### src/rtl/gelato_fetch_scheduler_pkg.sv
// Shared types for the gelato warp fetch/issue schedulers.
package gelato_types;

    localparam int WARP_NUM_DEF        = 4;
    localparam int PC_WIDTH_DEF        = 32;
    localparam int SPLIT_NUM_WIDTH_DEF = 3;

    typedef logic [$clog2(WARP_NUM_DEF)-1:0] warp_num_t;
    typedef logic [PC_WIDTH_DEF-1:0]         pc_t;
    typedef logic [SPLIT_NUM_WIDTH_DEF-1:0]  split_num_t;

    typedef enum logic {
        IDLE   = 1'b0,
        ISSUED = 1'b1
    } warp_state_e;

endpackage

### src/rtl/gelato_rr_arbiter.sv
// Combinational round-robin arbiter: first asserted request at or after ptr_i.
module gelato_rr_arbiter #(
    parameter int N  = 4,
    parameter int IW = $clog2(N)
) (
    input  logic [N-1:0]  req_i,
    input  logic [IW-1:0] ptr_i,
    output logic          grant_valid_o,
    output logic [IW-1:0] grant_idx_o
);

    logic [IW-1:0] idx_s;

    // Scan from the farthest offset back to ptr_i so the nearest request wins.
    always_comb begin
        grant_valid_o = 1'b0;
        grant_idx_o   = '0;
        idx_s         = '0;
        for (int k = N - 1; k >= 0; k--) begin
            idx_s = ptr_i + IW'(k);
            if (req_i[idx_s]) begin
                grant_valid_o = 1'b1;
                grant_idx_o   = idx_s;
            end else begin
                grant_valid_o = grant_valid_o;
            end
        end
    end

endmodule

### src/rtl/gelato_fetch_scheduler.sv
// Warp fetch scheduler: round-robin picks one idle, valid warp per cycle and parks
// it until decode re-activates it, keeping one instruction per warp in flight.
module gelato_fetch_scheduler
    import gelato_types::*;
#(
    parameter int WARP_NUM        = WARP_NUM_DEF,
    parameter int PC_WIDTH        = PC_WIDTH_DEF,
    parameter int SPLIT_NUM_WIDTH = SPLIT_NUM_WIDTH_DEF,
    parameter int WW              = $clog2(WARP_NUM)
) (
    input  logic                                clk,
    input  logic                                rst,
    input  logic                                rdy,
    input  logic [WARP_NUM-1:0]                 pc_valid,
    input  logic [WARP_NUM*PC_WIDTH-1:0]        pc,
    input  logic [WARP_NUM*SPLIT_NUM_WIDTH-1:0] split_table_num,
    input  logic                                activate_valid,
    input  logic [WW-1:0]                       activate_warp_num,
    output logic                                fetch_valid,
    input  logic                                fetch_ready,
    output logic [WW-1:0]                       fetch_warp_num,
    output logic [PC_WIDTH-1:0]                 fetch_pc,
    output logic [SPLIT_NUM_WIDTH-1:0]          fetch_split_num,
    output logic [31:0]                         fetch_count
);

    warp_state_e                state_q     [WARP_NUM];
    warp_state_e                state_d     [WARP_NUM];
    warp_state_e                state_act_s [WARP_NUM];
    logic [WARP_NUM-1:0]        eligible_s;
    logic [WW-1:0]              rr_ptr_q, rr_ptr_d;
    logic                       valid_q, valid_d;
    logic [WW-1:0]              warp_q, warp_d;
    logic [PC_WIDTH-1:0]        pc_q, pc_d;
    logic [SPLIT_NUM_WIDTH-1:0] split_q, split_d;
    logic [31:0]                count_q, count_d;
    logic                       load_s;
    logic                       accept_s;
    logic                       grant_valid_s;
    logic [WW-1:0]              grant_idx_s;

    // Activation is applied before the scan so a released warp competes this cycle.
    always_comb begin
        for (int i = 0; i < WARP_NUM; i++) begin
            state_act_s[i] = state_q[i];
        end
        if (activate_valid) begin
            state_act_s[activate_warp_num] = IDLE;
        end else begin
            state_act_s[0] = state_q[0];
        end
        for (int i = 0; i < WARP_NUM; i++) begin
            eligible_s[i] = pc_valid[i] && (state_act_s[i] == IDLE);
        end
    end

    gelato_rr_arbiter #(
        .N  (WARP_NUM),
        .IW (WW)
    ) u_arb (
        .req_i         (eligible_s),
        .ptr_i         (rr_ptr_q),
        .grant_valid_o (grant_valid_s),
        .grant_idx_o   (grant_idx_s)
    );

    assign load_s   = !valid_q || fetch_ready;
    assign accept_s = valid_q && fetch_ready;

    // Next-state: load the output register, park the winner, advance the pointer.
    always_comb begin
        for (int i = 0; i < WARP_NUM; i++) begin
            state_d[i] = state_q[i];
        end
        rr_ptr_d = rr_ptr_q;
        valid_d  = valid_q;
        warp_d   = warp_q;
        pc_d     = pc_q;
        split_d  = split_q;
        count_d  = count_q;
        if (rdy) begin
            for (int i = 0; i < WARP_NUM; i++) begin
                state_d[i] = state_act_s[i];
            end
            count_d = count_q + {31'b0, accept_s};
            if (load_s && grant_valid_s) begin
                valid_d              = 1'b1;
                warp_d               = grant_idx_s;
                pc_d                 = pc[grant_idx_s*PC_WIDTH +: PC_WIDTH];
                split_d              = split_table_num[grant_idx_s*SPLIT_NUM_WIDTH +: SPLIT_NUM_WIDTH];
                state_d[grant_idx_s] = ISSUED;
                rr_ptr_d             = grant_idx_s + WW'(1);
            end else if (load_s) begin
                valid_d = 1'b0;
            end else begin
                valid_d = valid_q;
            end
        end else begin
            valid_d = valid_q;
        end
    end

    // State, pointer, output register and counter.
    always_ff @(posedge clk) begin
        if (rst) begin
            for (int i = 0; i < WARP_NUM; i++) begin
                state_q[i] <= IDLE;
            end
            rr_ptr_q <= '0;
            valid_q  <= 1'b0;
            warp_q   <= '0;
            pc_q     <= '0;
            split_q  <= '0;
            count_q  <= 32'd0;
        end else begin
            for (int i = 0; i < WARP_NUM; i++) begin
                state_q[i] <= state_d[i];
            end
            rr_ptr_q <= rr_ptr_d;
            valid_q  <= valid_d;
            warp_q   <= warp_d;
            pc_q     <= pc_d;
            split_q  <= split_d;
            count_q  <= count_d;
        end
    end

    assign fetch_valid     = valid_q;
    assign fetch_warp_num  = warp_q;
    assign fetch_pc        = pc_q;
    assign fetch_split_num = split_q;
    assign fetch_count     = count_q;

endmodule

### config.mk
export PLATFORM = sky130hd
export DESIGN_NAME = gelato_fetch_scheduler
export DESIGN_NICKNAME = d
export VERILOG_FILES = /design/src/rtl/gelato_fetch_scheduler_pkg.sv /design/src/rtl/gelato_rr_arbiter.sv /design/src/rtl/gelato_fetch_scheduler.sv
export SDC_FILE = /design/constraint.sdc
export NUM_CORES = 1
export LEC_CHECK = 0
export CAP_MARGIN = 30
export CORE_MARGIN = 1.5
export CORE_UTILIZATION = 43
export CTS_CLUSTER_SIZE = 8
export DETAILED_ROUTE_END_ITERATION = 10
export GPL_TIMING_DRIVEN = 0
export PLACE_DENSITY = 0.86
export SLEW_MARGIN = 5
export SYNTH_ARGS = -nofsm -noshare
export SYNTH_HDL_FRONTEND = slang
export SYNTH_SLANG_ARGS = --single-unit
### constraint.sdc
create_clock -name clk -period 7.5 [get_ports clk]
set_clock_uncertainty 0.2 [all_clocks]
set_input_delay 1.5 -clock clk [delete_from_list [all_inputs] [get_ports clk]]
set_output_delay 1.5 -clock clk [all_outputs]
set_load 0.02 [all_outputs]
==> metrics.txt <==
Commonest cells post-synth=76 x dfxtp_1, 52 x nor2_1, 49 x nand2_1; Register-to-Register Path Depth=8; chip height=103 um; Row Count=36; Final Wtd Congestion=0.915; Reg-to-Reg End=fetch_count[31]; layout cells sized above 1=10.7%; EDFF count, synth=0; crit end category=register; final core occ=70.6%; Final Power=0.00122 W; syn nets=613; Seq pwr share=36.8%; Yosys top cell by area=dfxtp_1; Detailed Route Iter0 Violations=267; top cell type's share of synthesized area=35.5%; Hold Path Stages=2; Min-Delay Path Class=register to register; clk slew on worst S/H paths=0.09 ns; CTS tree=yes; clock share of power=30.2%; Worst-Margin Slew=0.671 ns; status=finished, final reports clean; final wirelength=15700 um; Critical Path Fanout Max=10; DR WL/cell=18.9 um; Post-route DRC=0; Period minus WS final=4.03 ns; largest cells by area after synthesis=dfxtp_1 36%, o221ai_2 8.4%, mux2i_1 7.0%; launching point of the worst reg2reg path=fetch_valid; Max VDD drop=0.130 mV; Post-CTS Setup Bufs=0; Detail Route Antenna Nets=0; Post-CTS Hold Fix Bufs=0; Final period util=53.8%; PD cells=177 mW/mm2; switching share of power=31.5%; Core Footprint=0.00973 mm2; hold slack=0.269 ns; Seq/Total Area, Yosys=35.5%; dpl cells=811; Synth Register Bits=76; Sink Count=76; io pins=221; static leakage=2.49 nW; clk buf depth=2; Die Span X=103 um; hold_sp=fetch_warp_num[1]; post-route insts no fill=830; Syn Inst Count=460; most frequent cell after synthesis=dfxtp_1; GRT overflow=0; # resized after CTS=0; cell area after synthesis=0.00428 mm2; Post-Syn Area per Cell=9.31 um2; vias per inst=5.58; Num CTS Buffers=9; largest net degree at the start of global routing=15; DRT Pass-1 Iters=5; fraction of registers with async set/reset=0%; RSZ-0062 raised after global routing=no; Yosys cell types=57; CTS root buffer=clkbuf_8; startpoint types=input pin; initial antenna violation count=1; max cap viols=0; clk_lat worst skew=0.36 ns; global-route wire length before repair=22900 um; WHS Endpoint=fetch_warp_num[1]; Hold Fails Final Rpt=0; gr usage total=28.7%; CTS HTree Levels=3; I/O Buffers=218; Top FF cell, synth=dfxtp_1; area grow syn2layout=60.4%; Final #Nets=842; vias in the first global route=4428; internal power=0.000834 W; setup TNS=0 ns; reg2reg setup slack=4.96 ns; Max-slew headroom=55.0%; Worst EP arrival=4.08 ns; Logic pwr share=33.1%; die area=0.0106 mm2; Crit path required time=7.54 ns; final setup vio count=0; YS warnings=0; initial cell density of the core=44.0%; critical path type=input pin to register; routed via count=4634; Sw Pwr=0.000384 W; Post-DP HPWL=12300 um; Final Max Tran Viols=0; fmax=248 MHz
worst max path at each step:
stage | startpoint | endpoint | slack (ns) | cells after the start
detailed placement | activate_warp_num[0] | fetch_pc[14] | 3.17 | 9
global route | activate_warp_num[1] | fetch_split_num[2] | 3.35 | 8
global placement | activate_warp_num[0] | fetch_pc[14] | 3.20 | 9
floorplan | activate_valid | fetch_pc[13] | 4.03 | 9
CTS | activate_warp_num[1] | fetch_split_num[2] | 3.56 | 8
finish | activate_warp_num[1] | fetch_split_num[2] | 3.47 | 8
placed cells by master, fill, tap and decap left out, drive strengths merged, types with 16 or more instances in the layout:
| master | synthesis | layout |
|---|---|---|
| nand2 | 50 | 50 |
| xor2 | 23 | 23 |
| nor2 | 54 | 54 |
| clkbuf | 14 | 24 |
| clkdlybuf4s50 | 0 | 218 |
| o21ai | 17 | 17 |
| o221ai | 28 | 28 |
| a21oi | 17 | 17 |
| buf | 16 | 16 |
| dfxtp | 76 | 76 |
| a22oi | 30 | 30 |
| mux2i | 30 | 30 |
power groups by stage:
stage | combinational (W) | clock, W | sequential, W
floorplan | 0.000190 | 0 | 0.000486
global placement | 0.000393 | 0 | 0.000455
detailed placement | 0.000399 | 0 | 0.000457
CTS | 0.000400 | 0.000376 | 0.000448
global route | 0.000429 | 0.000387 | 0.000451
finish | 0.000403 | 0.000368 | 0.000448
cell families after synthesis:
kind of cell             after synthesis  share of synthesized area, %
AND/OR/NAND/NOR                      163                          18.9
AO/OA/AOI/OAI                        123                          26.9
buffers and inverters                 38                          5.32
XOR/XNOR                              28                          5.73
multiplexers                          30                          7.01
flip-flops                            76                          35.5
adder cells (fa/ha/maj)                2                         0.584
registers in the layout (all words and copies together) (netlist names):
| name | count |
|---|---|
| fetch_count | 32 |
| fetch_pc | 32 |
| fetch_split_num | 3 |
| fetch_valid | 1 |
| fetch_warp_num | 2 |
| rr_ptr_q | 2 |
| state_q | 4 |
critical path: stages:
cell and delay [ns]:
clkdlybuf4s50_1 0.53, nor3b_1 0.49, o21ai_2 0.22, a21oi_2 0.40
nor3_2 0.12, clkbuf_1 0.29, a22oi_1 0.37, o221ai_2 0.15
per-stage QoR:
step	setup WS (ns)	instance area, um2
2_1_floorplan	4.03	4280
3_3_place_gp	3.20	6630
3_5_place_dp	3.17	6630
5_1_grt	3.35	6860
6_report	3.47	6870
4_1_cts	3.56	6860
metal layers:
layer	global-route usage (%)	routed length, um	vias to the layer above
li1	-	-	2193
met5	0	0	-
met2	47.6	7670	210
met3	9.22	1470	31
met1	34.1	6110	2200
met4	12.6	418	0
area by class of cell:
type | count | area, um2
plain buffers | 30 | 198
clock inverters | 6 | 93.8
well taps | 133 | 166
diodes | 3 | 7.51
fillers | 785 | 2860
flip-flops and latches | 76 | 1520
multi-input cells | 346 | 2530
inverters | 8 | 30.0
clock buffers | 10 | 138
repair buffers | 218 | 2180
(Power assumes the default switching activity.)
